$ cat src/rtl/posit_feed_pkg.sv
// Shared types and posit constants for the posit accumulator feeder.
package posit_feed_pkg;

    localparam int MAX_N = 64;

    typedef enum logic [2:0] {
        IDLE, CLEAR, FETCH, ISSUE, WAIT, OUT, DRAIN
    } feed_state_t;

    typedef struct packed {
        logic             last;
        logic [MAX_N-1:0] data;
    } fifo_entry_t;

    // Not-a-Real: sign bit set, every other bit clear; caller keeps the low n bits.
    function automatic logic [MAX_N-1:0] POSIT_NAR(input int n);
        return {{(MAX_N-1){1'b0}}, 1'b1} << (n - 1);
    endfunction

    function automatic logic [MAX_N-1:0] POSIT_ZERO();
        return '0;
    endfunction

endpackage

$ cat src/rtl/posit_feed_fifo.sv
// Synchronous FIFO with wrap-bit pointers, combinational read port and async active-low reset.
module posit_feed_fifo
    import posit_feed_pkg::*;
#(
    parameter int DEPTH = 8,
    parameter int WIDTH = 33
) (
    input  logic             clk,
    input  logic             rst_n,
    input  logic             wr_en,
    input  logic [WIDTH-1:0] wr_data,
    input  logic             rd_en,
    output logic [WIDTH-1:0] rd_data,
    output logic             full,
    output logic             empty
);
    localparam int AW = $clog2(DEPTH);

    if (DEPTH < 2 || (DEPTH & (DEPTH - 1)) != 0) begin : g_bad_depth
        $error("posit_feed_fifo: DEPTH must be a power of two >= 2");
    end

    logic [WIDTH-1:0] mem_q [DEPTH];
    logic [AW:0]      wr_ptr_q, wr_ptr_d, rd_ptr_q, rd_ptr_d;
    logic             do_wr, do_rd;

    assign empty   = (wr_ptr_q == rd_ptr_q);
    assign full    = (wr_ptr_q[AW] != rd_ptr_q[AW]) && (wr_ptr_q[AW-1:0] == rd_ptr_q[AW-1:0]);
    assign do_wr   = wr_en & ~full;
    assign do_rd   = rd_en & ~empty;
    assign rd_data = mem_q[rd_ptr_q[AW-1:0]];

    always_comb begin
        wr_ptr_d = wr_ptr_q + (AW + 1)'(do_wr);
        rd_ptr_d = rd_ptr_q + (AW + 1)'(do_rd);
    end

    always_ff @(posedge clk or negedge rst_n) begin
        if (!rst_n) begin
            wr_ptr_q <= '0;
            rd_ptr_q <= '0;
        end else begin
            wr_ptr_q <= wr_ptr_d;
            rd_ptr_q <= rd_ptr_d;
        end
    end

    // Storage needs no reset; the pointers alone define what is valid.
    always_ff @(posedge clk) begin
        if (do_wr) mem_q[wr_ptr_q[AW-1:0]] <= wr_data;
    end

endmodule

$ cat src/rtl/posit_accum_feeder.sv
// Feeds buffered posit terms to an accumulator one at a time and returns one sum per burst.
// Optional accumulator watchdog and m_timeout port: define POSIT_FEED_TIMEOUT_EN.
module posit_accum_feeder
    import posit_feed_pkg::*;
#(
    parameter int N       = 32,
    parameter int ES      = 2,
    parameter int DEPTH   = 8,
    parameter int TIMEOUT = 1023
) (
    input  logic         clk,
    input  logic         rst_n,
    input  logic [N-1:0] s_data,
    input  logic         s_last,
    input  logic         s_valid,
    output logic         s_ready,
    output logic         acc_clear,
    output logic [N-1:0] acc_in,
    output logic         acc_start,
    input  logic         acc_done,
    input  logic [N-1:0] acc_result,
    input  logic         acc_inf,
    input  logic         acc_zero,
    output logic [N-1:0] m_result,
    output logic         m_inf,
    output logic         m_zero,
    output logic         m_valid,
    input  logic         m_ready
`ifdef POSIT_FEED_TIMEOUT_EN
    ,
    output logic         m_timeout
`endif
);
    localparam logic [MAX_N-1:0] NAR_W  = POSIT_NAR(N);
    localparam logic [MAX_N-1:0] ZERO_W = POSIT_ZERO();
    localparam logic [N-1:0]     NAR    = NAR_W[N-1:0];
    localparam logic [N-1:0]     ZERO   = ZERO_W[N-1:0];

    if (N < 3 || N > MAX_N || ES < 0 || ES > N - 3 || TIMEOUT < 1) begin : g_bad_cfg
        $error("posit_accum_feeder: unsupported N/ES/TIMEOUT");
    end

    logic         init_q;
    logic         full, empty, push, pop;
    logic [N:0]   rd_ent;
    logic         rd_last;
    logic [N-1:0] rd_data;

    // s_ready stays low through reset and rises on the first edge after it.
    assign s_ready            = init_q & ~full;
    assign push               = s_valid & s_ready;
    assign {rd_last, rd_data} = rd_ent;

    posit_feed_fifo #(.DEPTH(DEPTH), .WIDTH(N + 1)) u_fifo (
        .clk     (clk),
        .rst_n   (rst_n),
        .wr_en   (push),
        .wr_data ({s_last, s_data}),
        .rd_en   (pop),
        .rd_data (rd_ent),
        .full    (full),
        .empty   (empty)
    );

    feed_state_t  state_q, state_d;
    logic         nar_q, nar_d, any_q, any_d, last_q, last_d;
    logic [N-1:0] acc_in_q, acc_in_d, res_q, res_d, m_result_q, m_result_d;
    logic         rinf_q, rinf_d, rzero_q, rzero_d;
    logic         m_inf_q, m_inf_d, m_zero_q, m_zero_d, m_valid_q, m_valid_d;
    logic         acc_clear_q, acc_clear_d, acc_start_q, acc_start_d;

`ifdef POSIT_FEED_TIMEOUT_EN
    localparam int            CW       = $clog2(TIMEOUT + 1);
    localparam logic [CW-1:0] CNT_LAST = CW'(TIMEOUT - 1);
    logic [CW-1:0] cnt_q, cnt_d;
    logic          tmo_q, tmo_d;
    assign m_timeout = tmo_q;
`endif

    always_comb begin
        state_d    = state_q;
        nar_d      = nar_q;
        any_d      = any_q;
        last_d     = last_q;
        acc_in_d   = acc_in_q;
        res_d      = res_q;
        rinf_d     = rinf_q;
        rzero_d    = rzero_q;
        m_result_d = m_result_q;
        m_inf_d    = m_inf_q;
        m_zero_d   = m_zero_q;
        pop        = 1'b0;
`ifdef POSIT_FEED_TIMEOUT_EN
        cnt_d      = cnt_q;
        tmo_d      = tmo_q;
`endif
        case (state_q)
            IDLE:  if (!empty) state_d = CLEAR;
            CLEAR: begin
                nar_d   = 1'b0;
                any_d   = 1'b0;
                state_d = FETCH;
            end
            FETCH: if (!empty) begin
                pop = 1'b1;
                if (rd_data == ZERO) begin
                    state_d = rd_last ? OUT : FETCH;
                end else if (rd_data == NAR) begin
                    nar_d   = 1'b1;
                    state_d = rd_last ? OUT : DRAIN;
                end else begin
                    acc_in_d = rd_data;
                    last_d   = rd_last;
                    state_d  = ISSUE;
                end
            end
            ISSUE: begin
                any_d   = 1'b1;
                state_d = WAIT;
`ifdef POSIT_FEED_TIMEOUT_EN
                cnt_d   = '0;
`endif
            end
            WAIT: if (acc_done) begin
                res_d   = acc_result;
                rinf_d  = acc_inf;
                rzero_d = acc_zero;
                state_d = last_q ? OUT : FETCH;
            end
`ifdef POSIT_FEED_TIMEOUT_EN
            else if (cnt_q == CNT_LAST) begin
                nar_d   = 1'b1;
                tmo_d   = 1'b1;
                state_d = last_q ? OUT : DRAIN;
            end else begin
                cnt_d = cnt_q + 1'b1;
            end
`endif
            DRAIN: if (!empty) begin
                pop = 1'b1;
                if (rd_last) state_d = OUT;
            end
            OUT: if (m_ready) begin
                state_d = IDLE;
`ifdef POSIT_FEED_TIMEOUT_EN
                tmo_d   = 1'b0;
`endif
            end
            default: state_d = IDLE;
        endcase

        // Result is resolved once, on entry to OUT, and then held through backpressure.
        if (state_d == OUT && state_q != OUT) begin
            if (nar_d) begin
                m_result_d = NAR;   m_inf_d = 1'b1;   m_zero_d = 1'b0;
            end else if (!any_d) begin
                m_result_d = ZERO;  m_inf_d = 1'b0;   m_zero_d = 1'b1;
            end else begin
                m_result_d = res_d; m_inf_d = rinf_d; m_zero_d = rzero_d;
            end
        end

        acc_clear_d = (state_d == CLEAR);
        acc_start_d = (state_d == ISSUE);
        m_valid_d   = (state_d == OUT);
    end

    always_ff @(posedge clk or negedge rst_n) begin
        if (!rst_n) begin
            init_q      <= 1'b0;
            state_q     <= IDLE;
            nar_q       <= 1'b0;
            any_q       <= 1'b0;
            last_q      <= 1'b0;
            acc_in_q    <= '0;
            res_q       <= '0;
            rinf_q      <= 1'b0;
            rzero_q     <= 1'b0;
            m_result_q  <= '0;
            m_inf_q     <= 1'b0;
            m_zero_q    <= 1'b0;
            m_valid_q   <= 1'b0;
            acc_clear_q <= 1'b0;
            acc_start_q <= 1'b0;
        end else begin
            init_q      <= 1'b1;
            state_q     <= state_d;
            nar_q       <= nar_d;
            any_q       <= any_d;
            last_q      <= last_d;
            acc_in_q    <= acc_in_d;
            res_q       <= res_d;
            rinf_q      <= rinf_d;
            rzero_q     <= rzero_d;
            m_result_q  <= m_result_d;
            m_inf_q     <= m_inf_d;
            m_zero_q    <= m_zero_d;
            m_valid_q   <= m_valid_d;
            acc_clear_q <= acc_clear_d;
            acc_start_q <= acc_start_d;
        end
    end

`ifdef POSIT_FEED_TIMEOUT_EN
    always_ff @(posedge clk or negedge rst_n) begin
        if (!rst_n) begin
            cnt_q <= '0;
            tmo_q <= 1'b0;
        end else begin
            cnt_q <= cnt_d;
            tmo_q <= tmo_d;
        end
    end
`endif

    assign acc_clear = acc_clear_q;
    assign acc_start = acc_start_q;
    assign acc_in    = acc_in_q;
    assign m_result  = m_result_q;
    assign m_inf     = m_inf_q;
    assign m_zero    = m_zero_q;
    assign m_valid   = m_valid_q;

endmodule

$ cat config.mk
export PLATFORM = sky130hd
export DESIGN_NAME = posit_accum_feeder
export DESIGN_NICKNAME = d
export VERILOG_FILES = /design/src/rtl/posit_feed_pkg.sv /design/src/rtl/posit_feed_fifo.sv /design/src/rtl/posit_accum_feeder.sv
export SDC_FILE = /design/constraint.sdc
export NUM_CORES = 1
export LEC_CHECK = 0
export CAP_MARGIN = 5
export CORE_MARGIN = 5
export CORE_UTILIZATION = 55
export DETAILED_ROUTE_END_ITERATION = 8
export PLACE_DENSITY = 0.77
export SYNTH_ARGS = -nofsm -noshare
export SYNTH_HDL_FRONTEND = slang
export SYNTH_HIERARCHICAL = 1
export SYNTH_SLANG_ARGS = --single-unit
export TNS_END_PERCENT = 30
$ cat constraint.sdc
create_clock -name clk -period 7.1 [get_ports clk]
set_clock_uncertainty 0.15 [all_clocks]
set_input_delay 1.42 -clock clk [delete_from_list [all_inputs] [get_ports clk]]
set_output_delay 1.42 -clock clk [all_outputs]
set_load 0.005 [all_outputs]
==> run summary <==
Ys Warns: 6
flop2flop setup slack: 2300 ps
Routed WL per cell: 22.8 um
vias after detailed routing: 7,847
Mapped Cells: 823
crit path kind: register to register
clock buffer depth: 3
worst min path class: register to register
# setup viols final: 0
Nets: 1,053
Die Width: 177 um
global-route usage over all layers: 0.201
Final Critical Period: 4800 ps
Hold Slack: 314 ps
drt first pass iters: 5
RR Endpoint: m_result[8]
CP max FO: 54
Seq/Total Area, Yosys: 0.707
vias in the first global route: 8,339
mapped cell area: 15,400 um2
worst vdd ir: 0.286 mV
RSZ-0062 raised after global routing: false
CTS Buf Count: 39
# port buffers: 141
layout cells sized above 1: 0.249
Hold Violations, Final: 0
setup TNS: 0 ps
Leak: 6.97 nW
first-pass GRT wire length: 48,200 um
fill cell count: 1,820
EDFF count, synth: 264
outcome: finished, final reports clean
Main synth FF type: edfxtp_1
Commonest cells post-synth: edfxtp_1, dfrtp_1, nand2_1
row count: 61
Core Util, Final: 0.665
wirelength, routed: 31,500 um
Worst EP arrival: 5050 ps
H-tree levels: 2
Worst Setup Start Kind: register
postcts setup bufs: 0
CTS sink count: 382
top cell type's share of synthesized area: 0.515
CORE AREA: 27,700 um2
required time worst endpoint: 7340 ps
fin. max-slew vios: 0
CTS tree: built
PD cells: 429 nW/um2
most common cell in the netlist: edfxtp_1
syn_nets: 899
pin count of the biggest net entering global routing: 82
metal2 WL: 15,400 um
Synth area leader: edfxtp_1
placer congestion estimate: 0.765
met3 WL: 2210 um
worst hold path depth: 2
hold_sp: res_q[20]
initial antenna violation count: 1
Post-DP Area: 17,200 um2
ANT cells: 0
DRT iter0 DRCs: 630
max-cap violation count: 0
Ports: 142
relative slew slack: 0.271
cts hold-fix bufs: 0
Async SR Flop Fraction: 0.309
PostCTS Resize Cnt: 0
Setup crit end kind: register
total grt overflow: 0
Synth area leaders: edfxtp_1, dfrtp_1, mux4_2, mux2_4, mux2_2
#FFs+latches synth: 382
worst reg2reg startpoint: u_fifo/rd_ptr_q[0]
Cells after DPL: 1,314
reg2reg path depth: 8
post-route cell area: 18,400 um2
Initial Utilization: 0.556
DR top layer: met5
Hold Crit Endpoint: res_q[20]
clk_lat worst skew: 530 ps
FMAX: 0.208 GHz
CTS root buffer: clkbuf_16
Worst Tran Pin Value: 1090 ps
part of the cycle the worst path needs: 0.677
post-detail-place hpwl: 18,500 um
DRC violations left: 0
die area: 31,400 um2
CTS clock-pin slew for the worst setup and hold paths: 60 ps
Post-Route M1 WL: 13,200 um
Syn-to-layout area delta: 19.7%
Die Y: 177 um
synthesized area per cell: 18.7 um2
Vias/cell: 5.67
Netlist cell types: 56
Detail Route Antenna Nets: 0
non-filler instance count after layout: 1,384
where the power goes:
group / switching, W / internal, W / total [W]
clock network: 0.000818 / 0.00121 / 0.00202
registers: 0.000382 / 0.00285 / 0.00323
logic: 0.00109 / 0.00156 / 0.00266
total: 0.00229 / 0.00562 / 0.00791
how the worst max path moves through the flow:
stage	cells after the start	endpoint	slack (ps)	startpoint
after floorplan	3	u_fifo/mem_q[4][0]	1580	s_valid
after global placement	8	m_result[7]	2300	u_fifo/rd_ptr_q[0]
after detailed placement	8	m_result[8]	2220	u_fifo/rd_ptr_q[0]
after CTS	8	m_result[22]	2210	u_fifo/rd_ptr_q[0]
after global routing	8	m_result[8]	1970	u_fifo/rd_ptr_q[0]
final	8	m_result[8]	2300	u_fifo/rd_ptr_q[0]
registers in the layout, indices dropped and copies added, names as in the netlist:
register / cells
m_result: 32
rinf_q: 1
u_fifo/rd_ptr_q: 4
u_fifo/mem_q: 264
acc_in: 32
acc_clear: 1
any_q: 1
last_q: 1
rzero_q: 1
init_q: 1
nar_q: 1
m_valid: 1
u_fifo/wr_ptr_q: 4
res_q: 32
acc_start: 1
state_q: 3
m_inf: 1
m_zero: 1
metal layers:
| metal | global-route usage | up-vias |
|---|---|---|
| met2 | 0.327 | 268 |
| met5 | 0 | - |
| met4 | 0.0593 | 2 |
| met1 | 0.280 | 4045 |
| li1 | - | 3479 |
| met3 | 0.0422 | 53 |
critical path: stages, from the launching register on:
cell and delay, ps:
dfrtp_4 1090, mux4_1 670, mux2_4 300, nor4_1 750, and4_1 380, nand3_2 130, a221oi_4 240, buf_4 490
mux2_2 400
kinds of logic after synthesis:
kind of cell    Yosys count  synth area share
flops                   382             0.707
compound gates           16           0.00870
fa+ha+maj                 4           0.00325
mux                     171             0.192
xor+xnor                  9           0.00512
other cells               1          0.000244
buf+inv                  51            0.0225
simple gates            189            0.0620
area by class of cell:
type	instances	area [um2]	share of cell area
clock buffer	53	1070	0.0580
clock inverter	17	204	0.0111
inverter	5	18.8	0.00102
multi-input combinational	390	4240	0.230
sequential	382	10900	0.591
tap	378	473	0.0257
timing repair buffer	159	1540	0.0837
stage by stage:
stage          worst slack [ps]  total power (W)
4_1_cts                    2210          0.00799
3_3_place_gp               2300          0.00585
3_5_place_dp               2220          0.00594
2_1_floorplan              1580          0.00508
5_1_grt                    1970          0.00830
6_report                   2300          0.00791
placed cells by master, fill, tap and decap left out, drive strengths merged, types with 5 or more instances in the layout:
cell             n
edfxtp         264
nor2             9
buf             19
clkinv           9
nor4             9
nand3            5
mux4            66
nand2          101
dfrtp          118
xnor2            5
clkbuf          53
inv              6
mux2           102
clkdlybuf4s50  140
and3            33
nand4            5
Power figures use the tool's default switching activity.
